===== src/rtl/branch_predictor_if.sv =====
// Fetch/execute-side bundle for the branch predictor.
// Master drives PC and resolutions; slave returns predictions and stats.
interface branch_predictor_if #(
    parameter int N     = 32,
    parameter int IDX_W = 6,
    parameter int CNT_W = 16
);
    logic [N-1:0]     pc;
    logic             pred_taken;
    logic [IDX_W-1:0] pred_idx;
    logic             upd_valid;
    logic [IDX_W-1:0] upd_idx;
    logic             upd_taken;
    logic             upd_pred;
    logic             mispredict;
    logic [CNT_W-1:0] miss_cnt;

    modport master (
        output pc, upd_valid, upd_idx, upd_taken, upd_pred,
        input  pred_taken, pred_idx, mispredict, miss_cnt
    );

    modport slave (
        input  pc, upd_valid, upd_idx, upd_taken, upd_pred,
        output pred_taken, pred_idx, mispredict, miss_cnt
    );
endinterface


===== src/rtl/branch_predictor.sv =====
// 2-bit saturating-counter direction predictor with miss statistics.
// Define BP_GHR_EN to XOR a global history register into the index.
module branch_predictor #(
    parameter int N     = 32,
    parameter int IDX_W = 6,
    parameter int CNT_W = 16
) (
    input logic clk,
    input logic rst_n,
    branch_predictor_if.slave bp
);
    localparam int DEPTH = 2 ** IDX_W;

    logic [1:0]       tbl [DEPTH];
    logic [1:0]       cur;
    logic [1:0]       nxt;
    logic [IDX_W-1:0] pc_idx;
    logic             unused_pc;

    assign pc_idx    = bp.pc[IDX_W+1:2];
    assign unused_pc = ^{bp.pc[N-1:IDX_W+2], bp.pc[1:0]};

`ifdef BP_GHR_EN
    logic [IDX_W-1:0] ghr;

    // History advances at resolution time, so it is never speculative.
    always_ff @(posedge clk or negedge rst_n) begin
        if (!rst_n) begin
            ghr <= '0;
        end else if (bp.upd_valid) begin
            ghr <= {ghr[IDX_W-2:0], bp.upd_taken};
        end
    end

    assign bp.pred_idx = pc_idx ^ ghr;
`else
    assign bp.pred_idx = pc_idx;
`endif

    assign bp.pred_taken = tbl[bp.pred_idx][1];

    always_comb begin
        cur = tbl[bp.upd_idx];
        nxt = cur;
        if (bp.upd_taken && cur != 2'b11) begin
            nxt = cur + 2'd1;
        end else if (!bp.upd_taken && cur != 2'b00) begin
            nxt = cur - 2'd1;
        end
    end

    always_ff @(posedge clk or negedge rst_n) begin
        if (!rst_n) begin
            for (int i = 0; i < DEPTH; i++) begin
                tbl[i] <= 2'b01;
            end
        end else if (bp.upd_valid) begin
            tbl[bp.upd_idx] <= nxt;
        end
    end

    always_ff @(posedge clk or negedge rst_n) begin
        if (!rst_n) begin
            bp.mispredict <= 1'b0;
            bp.miss_cnt   <= '0;
        end else begin
            bp.mispredict <= bp.upd_valid &&
                             (bp.upd_taken != bp.upd_pred);
            if (bp.upd_valid && (bp.upd_taken != bp.upd_pred) &&
                !(&bp.miss_cnt)) begin
                bp.miss_cnt <= bp.miss_cnt + 1'b1;
            end
        end
    end
endmodule


===== src/flat_wrapper.sv =====
// flat-port wrapper written by rule: the top's interface ports become plain ports
module branch_predictor_flat 
#(
    parameter int N     = 32,
    parameter int IDX_W = 6,
    parameter int CNT_W = 16
)
  (clk, rst_n, bp_pc, bp_upd_valid, bp_upd_idx, bp_upd_taken, bp_upd_pred, bp_pred_taken, bp_pred_idx, bp_mispredict, bp_miss_cnt);
  branch_predictor_if #(.N(N), .IDX_W(IDX_W), .CNT_W(CNT_W)) bp_i ();
  input logic clk;
  input logic rst_n;
  input wire logic [$bits(bp_i.pc)-1:0] bp_pc;
  input wire logic [$bits(bp_i.upd_valid)-1:0] bp_upd_valid;
  input wire logic [$bits(bp_i.upd_idx)-1:0] bp_upd_idx;
  input wire logic [$bits(bp_i.upd_taken)-1:0] bp_upd_taken;
  input wire logic [$bits(bp_i.upd_pred)-1:0] bp_upd_pred;
  output wire logic [$bits(bp_i.pred_taken)-1:0] bp_pred_taken;
  output wire logic [$bits(bp_i.pred_idx)-1:0] bp_pred_idx;
  output wire logic [$bits(bp_i.mispredict)-1:0] bp_mispredict;
  output wire logic [$bits(bp_i.miss_cnt)-1:0] bp_miss_cnt;
  assign bp_i.pc = bp_pc;
  assign bp_i.upd_valid = bp_upd_valid;
  assign bp_i.upd_idx = bp_upd_idx;
  assign bp_i.upd_taken = bp_upd_taken;
  assign bp_i.upd_pred = bp_upd_pred;
  assign bp_pred_taken = bp_i.pred_taken;
  assign bp_pred_idx = bp_i.pred_idx;
  assign bp_mispredict = bp_i.mispredict;
  assign bp_miss_cnt = bp_i.miss_cnt;
  branch_predictor #(.N(N), .IDX_W(IDX_W), .CNT_W(CNT_W)) u_core (.clk(clk), .rst_n(rst_n), .bp(bp_i));
endmodule

===== config.mk =====
export PLATFORM = sky130hd
export DESIGN_NAME = branch_predictor_flat
export DESIGN_NICKNAME = d
export VERILOG_FILES = /design/src/rtl/branch_predictor_if.sv /design/src/rtl/branch_predictor.sv /design/src/flat_wrapper.sv
export SDC_FILE = /design/constraint.sdc
export NUM_CORES = 1
export LEC_CHECK = 0
export BUFFER_PORTS_ARGS = -buffer_cell sky130_fd_sc_hd__buf_2
export CORE_MARGIN = 2
export CORE_UTILIZATION = 29
export DETAILED_ROUTE_END_ITERATION = 8
export PLACE_DENSITY = 0.52
export SLEW_MARGIN = 15
export SYNTH_ARGS = -nofsm -noshare
export SYNTH_HDL_FRONTEND = slang
export SYNTH_SLANG_ARGS = --single-unit
export TNS_END_PERCENT = 30

===== constraint.sdc =====
create_clock -name clk -period 3.5 [get_ports clk]
set_input_delay 0.175 -clock clk [delete_from_list [all_inputs] [get_ports clk]]
set_output_delay 0.175 -clock clk [all_outputs]
set_load 0.02 [all_outputs]

# == Word level (Yosys, flattened, before mapping) ==
# Cells that the tools add are included.
# totals
ff_bits,145
wordCells,96
input_bits,43
out_inout_bits,24
# classes
order_cmp,3
n_bitwise,2
add_sub_neg,3
n_reduce_logical,9
mux,11
n_eq_ne,2
# op_table
operator,n
128-bit bitwise mux,1
2-bit binary-select mux with 6-bit select,2
"16-bit by 1-bit adder with 16-bit output, second input constant",1
16-bit AND reduction,1
"7-bit greater-or-equal comparator, second input constant",2
2-bit two-way mux,7
6-bit inverter with 7-bit output,2
2-bit demux with 6-bit select,1
"7-bit by 1-bit < comparator with 1-bit output, second input constant",1
1-bit logical AND,5
"2-bit by 1-bit adder with 2-bit output, second input constant",1
1-bit zero test,2
"2-bit inequality test, second input constant",1
2-bit nonzero test,1
"2-bit by 1-bit subtractor with 2-bit output, second input constant",1
1-bit inequality test,1

# == Longest topological paths before layout ==
# depth
word_depth,9
depth_mapped,17
ltp_nobuf,11

# == Worst setup path after synthesis ==
# OpenSTA, ideal clock, no wires.
# synth_timing
kind,input to register
start,in bp_upd_idx[1]
end,reg u_core.tbl[124] in the netlist's numbering
arrival_time_ps,3188
n_path_buf,3
required_ps,3424
path_stages,14
setup_ps,76
slack_ps,236
cell_sequence,buf_4 > clkbuf_1 > mux4_2 > nand2_1 > a21oi_1 > a311o_1 > nor4_1 > inv_1 > ha_1 > mux2i_1 > nand3b_1 > or4_4 > buf_6 > a31oi_2
# synth_via
elab_chain_cells,9
word_cells_on_any_way,18
classes_between,add/sub (2); order compare (2); eq/ne (1); mux (8); bitwise (1); reduce/logical (4)
# synth_rtl
item,line,text
from (decl),flat_wrapper.sv:14,input wire logic [$bits(bp_i.upd_idx)-1:0] bp_upd_idx;
6-bit inverter with 7-bit output (not written as such) *,"branch_predictor.sv:43, branch_predictor.sv:58",
branches (longest 7 deep; another with 2-bit by 1-bit subtractor with 2-bit output),-,
128-bit bitwise mux *,branch_predictor.sv:58,tbl[bp.upd_idx] <= nxt;
"to (signal, indexed assignment)",branch_predictor.sv:58,
to (decl),branch_predictor.sv:14,logic [1:0] tbl [DEPTH];
# Every way passes the cells marked *. The select of a mux whose other input is x is not followed.
# A chain may end at the register's enable or synchronous reset.

# == Worst setup path in the final report ==
# layout_timing
start,reg u_core.tbl[2] in the netlist's numbering
end,reg u_core.tbl[94] in the netlist's numbering
# layout_via
elab_chain_cells,8
word_cells_on_any_way,12
classes_between,add/sub (2); eq/ne (1); mux (6); reduce/logical (3)
# layout_rtl
item,line,text
2-bit binary-select mux with 6-bit select *,branch_predictor.sv:43,cur = tbl[bp.upd_idx];
2-bit two-way mux (not written as such) * (2 in a row),branch_predictor.sv:43,
branches (longest 3 deep; another with 2-bit by 1-bit subtractor with 2-bit output),-,
2-bit two-way mux *,branch_predictor.sv:45,if (bp.upd_taken && cur != 2'b11) begin
128-bit bitwise mux *,branch_predictor.sv:58,
# Marks and branches as above.

==> results_dict.tcl <==
set metrics [dict create \
    io_buffers 40 \
    critical_path_arrival_ns 3.58 \
    hpwl_um 19040 \
    gp_congestion 0.8423 \
    grt_pass1_wl_um 43490 \
    drc 0 \
    synthMuxAreaShare_pct 11.39 \
    numCtsBuffers 17 \
    firstDrtPassIters 5 \
    required_ns 3.87 \
    rows 63 \
    finalClockSkew_ns 0.01425 \
    grt_usage_pct 18.22 \
    syn_to_final_growth_pct 19.53 \
    maxCapViolations 0 \
    setup.worst_path.start_class "register" \
    ios 67 \
    finalCriticalPeriod_ns 3.209 \
    clk-insertion-delay-late_ns 0.44 \
    most-common-layout-cells "nor2_1, dfrtp_1, nand2_1" \
    nFillCells 3038 \
    worst-slew-pin-transition_ns 0.8258 \
    synth-simple-area-share_pct 21.18 \
    synth_warnings 0 \
    synth_cells 926 \
    synth_ff_type "dfrtp_1" \
    overflow 0 \
    crit_type "register to register" \
    hold_start "bp_upd_pred" \
    reg2reg_from "u_core.tbl[2]" \
    leakagePower_nw 4.268 \
    status "finished, final reports clean" \
    synth_compound_area_share_pct 18.16 \
    chipHeight_um 177.4 \
    cts_buffer_depth 2 \
    post_cts_resize_count 0 \
    irDropWorstVdd_mv 0.3729 \
    cts_tree "done" \
    final.period_utilization_pct 91.70 \
    synthAdderAreaFrac_pct 0.4304 \
    grt_setup_unrepaired "false" \
    hp-class "input pin to register" \
    antenna_cells 0 \
    cts_setup_buffers 0 \
    finalMaxSlewViolations 0 \
    core_area_um2 29640 \
    synth-seq-cells 145 \
    synth_edf_count 0 \
    hold_viol_final 0 \
    synth-seq-area-share_pct 42.53 \
    synth.avg_cell_area_um2 9.418 \
    vias 7494 \
    vias_per_cell 5.430 \
    dpl_cell_area_um2 9764 \
    finalSetupViolCount 0 \
    grt_pass1_vias 7279 \
    drtIter0Drc 653 \
    crit_path_max_fanout 12 \
    cp-end-kind "register" \
    post_drt_wl_per_cell_um 20.08 \
    layout_commonest_cell "nor2_1" \
    startpoint "u_core.tbl[2]" \
    root_buffer "clkbuf_16" \
    synth_top_family_by_area "simple AND/OR/NAND/NOR gates" \
    die_x_um 177.4 \
    max-slew-margin-rel_pct 44.75 \
    multi_input_area_um2 4662 \
    synth_xor_xnor_area_share_pct 1.607 \
    start_util_pct 29.42 \
    drive_above_1_share_pct 27.17 \
    register_area_um2 3709 \
    worst_hold_slack_ns 0.08517 \
    final_nets 1023 \
    antenna_found_initial 0 \
    powerDensity_nw_per_um2 582.8 \
    syn-num-nets 972 \
    grt_max_degree 77 \
    max_freq_ghz 0.3116 \
    routed_wl_um 27710 \
    ant_nets 0 \
    ys_types 63 \
    ys_async_sr_fraction_pct 100.0 \
    synth.cell_area_um2 8721 \
    htree_levels 4 \
    cts.clk_slew.worst_paths_ns 0.07 \
    dieArea_um2 31470 \
    cts_sinks 145 \
    final_area_um2 10420 \
]
==> flip-flops by register name (all words and copies together), names as in the netlist <==
name and cells:
u_core.tbl 128, u_core.bp.mispredict 1, u_core.bp.miss_cnt 16
==> synthesized netlist by cell type, types with 20 or more instances <==
| master | count | area [um^2] |
|---|---|---|
| a21oi_1 | 50 | 250.2 |
| a31oi_1 | 69 | 431.7 |
| a31oi_2 | 20 | 250.2 |
| clkbuf_1 | 38 | 142.6 |
| dfrtp_1 | 81 | 2027 |
| dfstp_2 | 64 | 1682 |
| mux2i_1 | 31 | 310.3 |
| mux4_2 | 26 | 585.6 |
| nand2_1 | 77 | 289.0 |
| nand3_1 | 63 | 315.3 |
| nand4_1 | 20 | 125.1 |
| nor2_1 | 173 | 649.4 |
| nor2b_1 | 24 | 150.1 |
==> area by class of cell <==
class / instances / share of cell area, %
Sequential cell: 145 / 35.58
Clock buffer: 20 / 4.189
Inverter: 7 / 0.2521
Tap cell: 390 / 4.681
Timing Repair Buffer: 108 / 8.582
Multi-Input combinational cell: 698 / 44.72
Clock inverter: 12 / 1.993
==> stage by stage <==
step	util, %	setup TNS [ns]	std cells	setup WS [ns]	total power (W)
after floorplan	-	0	926	0.2358	0.003388
after global routing	35.17	0	1380	0.1151	0.006371
final	35.17	0	1380	0.2907	0.006075
after detailed placement	32.95	-0.02914	1347	-0.02914	0.004051
after global placement	32.95	0	1347	0.02479	0.004035
after CTS	35.15	0	1380	0.2693	0.006110
==> path summary, 6_finish.rpt <==
check / depth (start not counted) / slack, ns / endpoint
setup / recovery: 13 / 0.29 / u_core.tbl[94]
hold / removal: 4 / 0.09 / u_core.bp.mispredict
setup reg to reg: 13 / 0.29 / u_core.tbl[94]
hold reg to reg: 1 / 0.48 / u_core.bp.miss_cnt[14]
max in group asynchronous: 3 / 2.26 / u_core.tbl[30]
min in group asynchronous: 2 / 0.33 / u_core.tbl[93]
==> per-layer routing <==
metal  track usage (%)  vias up  wire [um]
li1                  -     3519          -
met1             25.88     3689      12800
met2             28.59      259      12760
met3             2.699       27       1643
met4             5.499        0        509
met5                 0        -          0
==> cells by family (layout without fill, tap and decap cells) <==
kind of cell | count (synthesis) | count (layout)
AO/OA/AOI/OAI | 214 | 214
adder cells (fa/ha/maj) | 3 | 3
XOR/XNOR | 16 | 16
flip-flops | 145 | 145
buffers and inverters | 83 | 147
AND/OR/NAND/NOR | 402 | 402
multiplexers | 63 | 63
==> power by group <==
group | switching (W) | internal [W] | total (W)
combinational | 0.000920 | 0.000708 | 0.00163
clock | 0.000762 | 0.00127 | 0.00203
sequential | 0.000288 | 0.00213 | 0.00241
==> what timing repair did <==
| item | 4_1_cts | 5_1_grt |
|---|---|---|
| hold buffers | 1 | 0 |
| endpoints found under the hold margin | 38 | 0 |
| endpoints found under the setup margin | 0 | 0 |
==> critical path, stage by stage (launching register included) <==
cell	delay, ns
dfstp_2	0.38
mux4_2	0.47
nand2_1	0.08
a21oi_1	0.13
a311o_1	0.33
nor4_1	0.35
inv_1	0.08
ha_1	0.24
buf_4	0.15
mux2_2	0.36
buf_4	0.22
nor2_1	0.12
nand4_1	0.11
nand3_1	0.12
No activity file was read; power rests on OpenSTA's default activity.
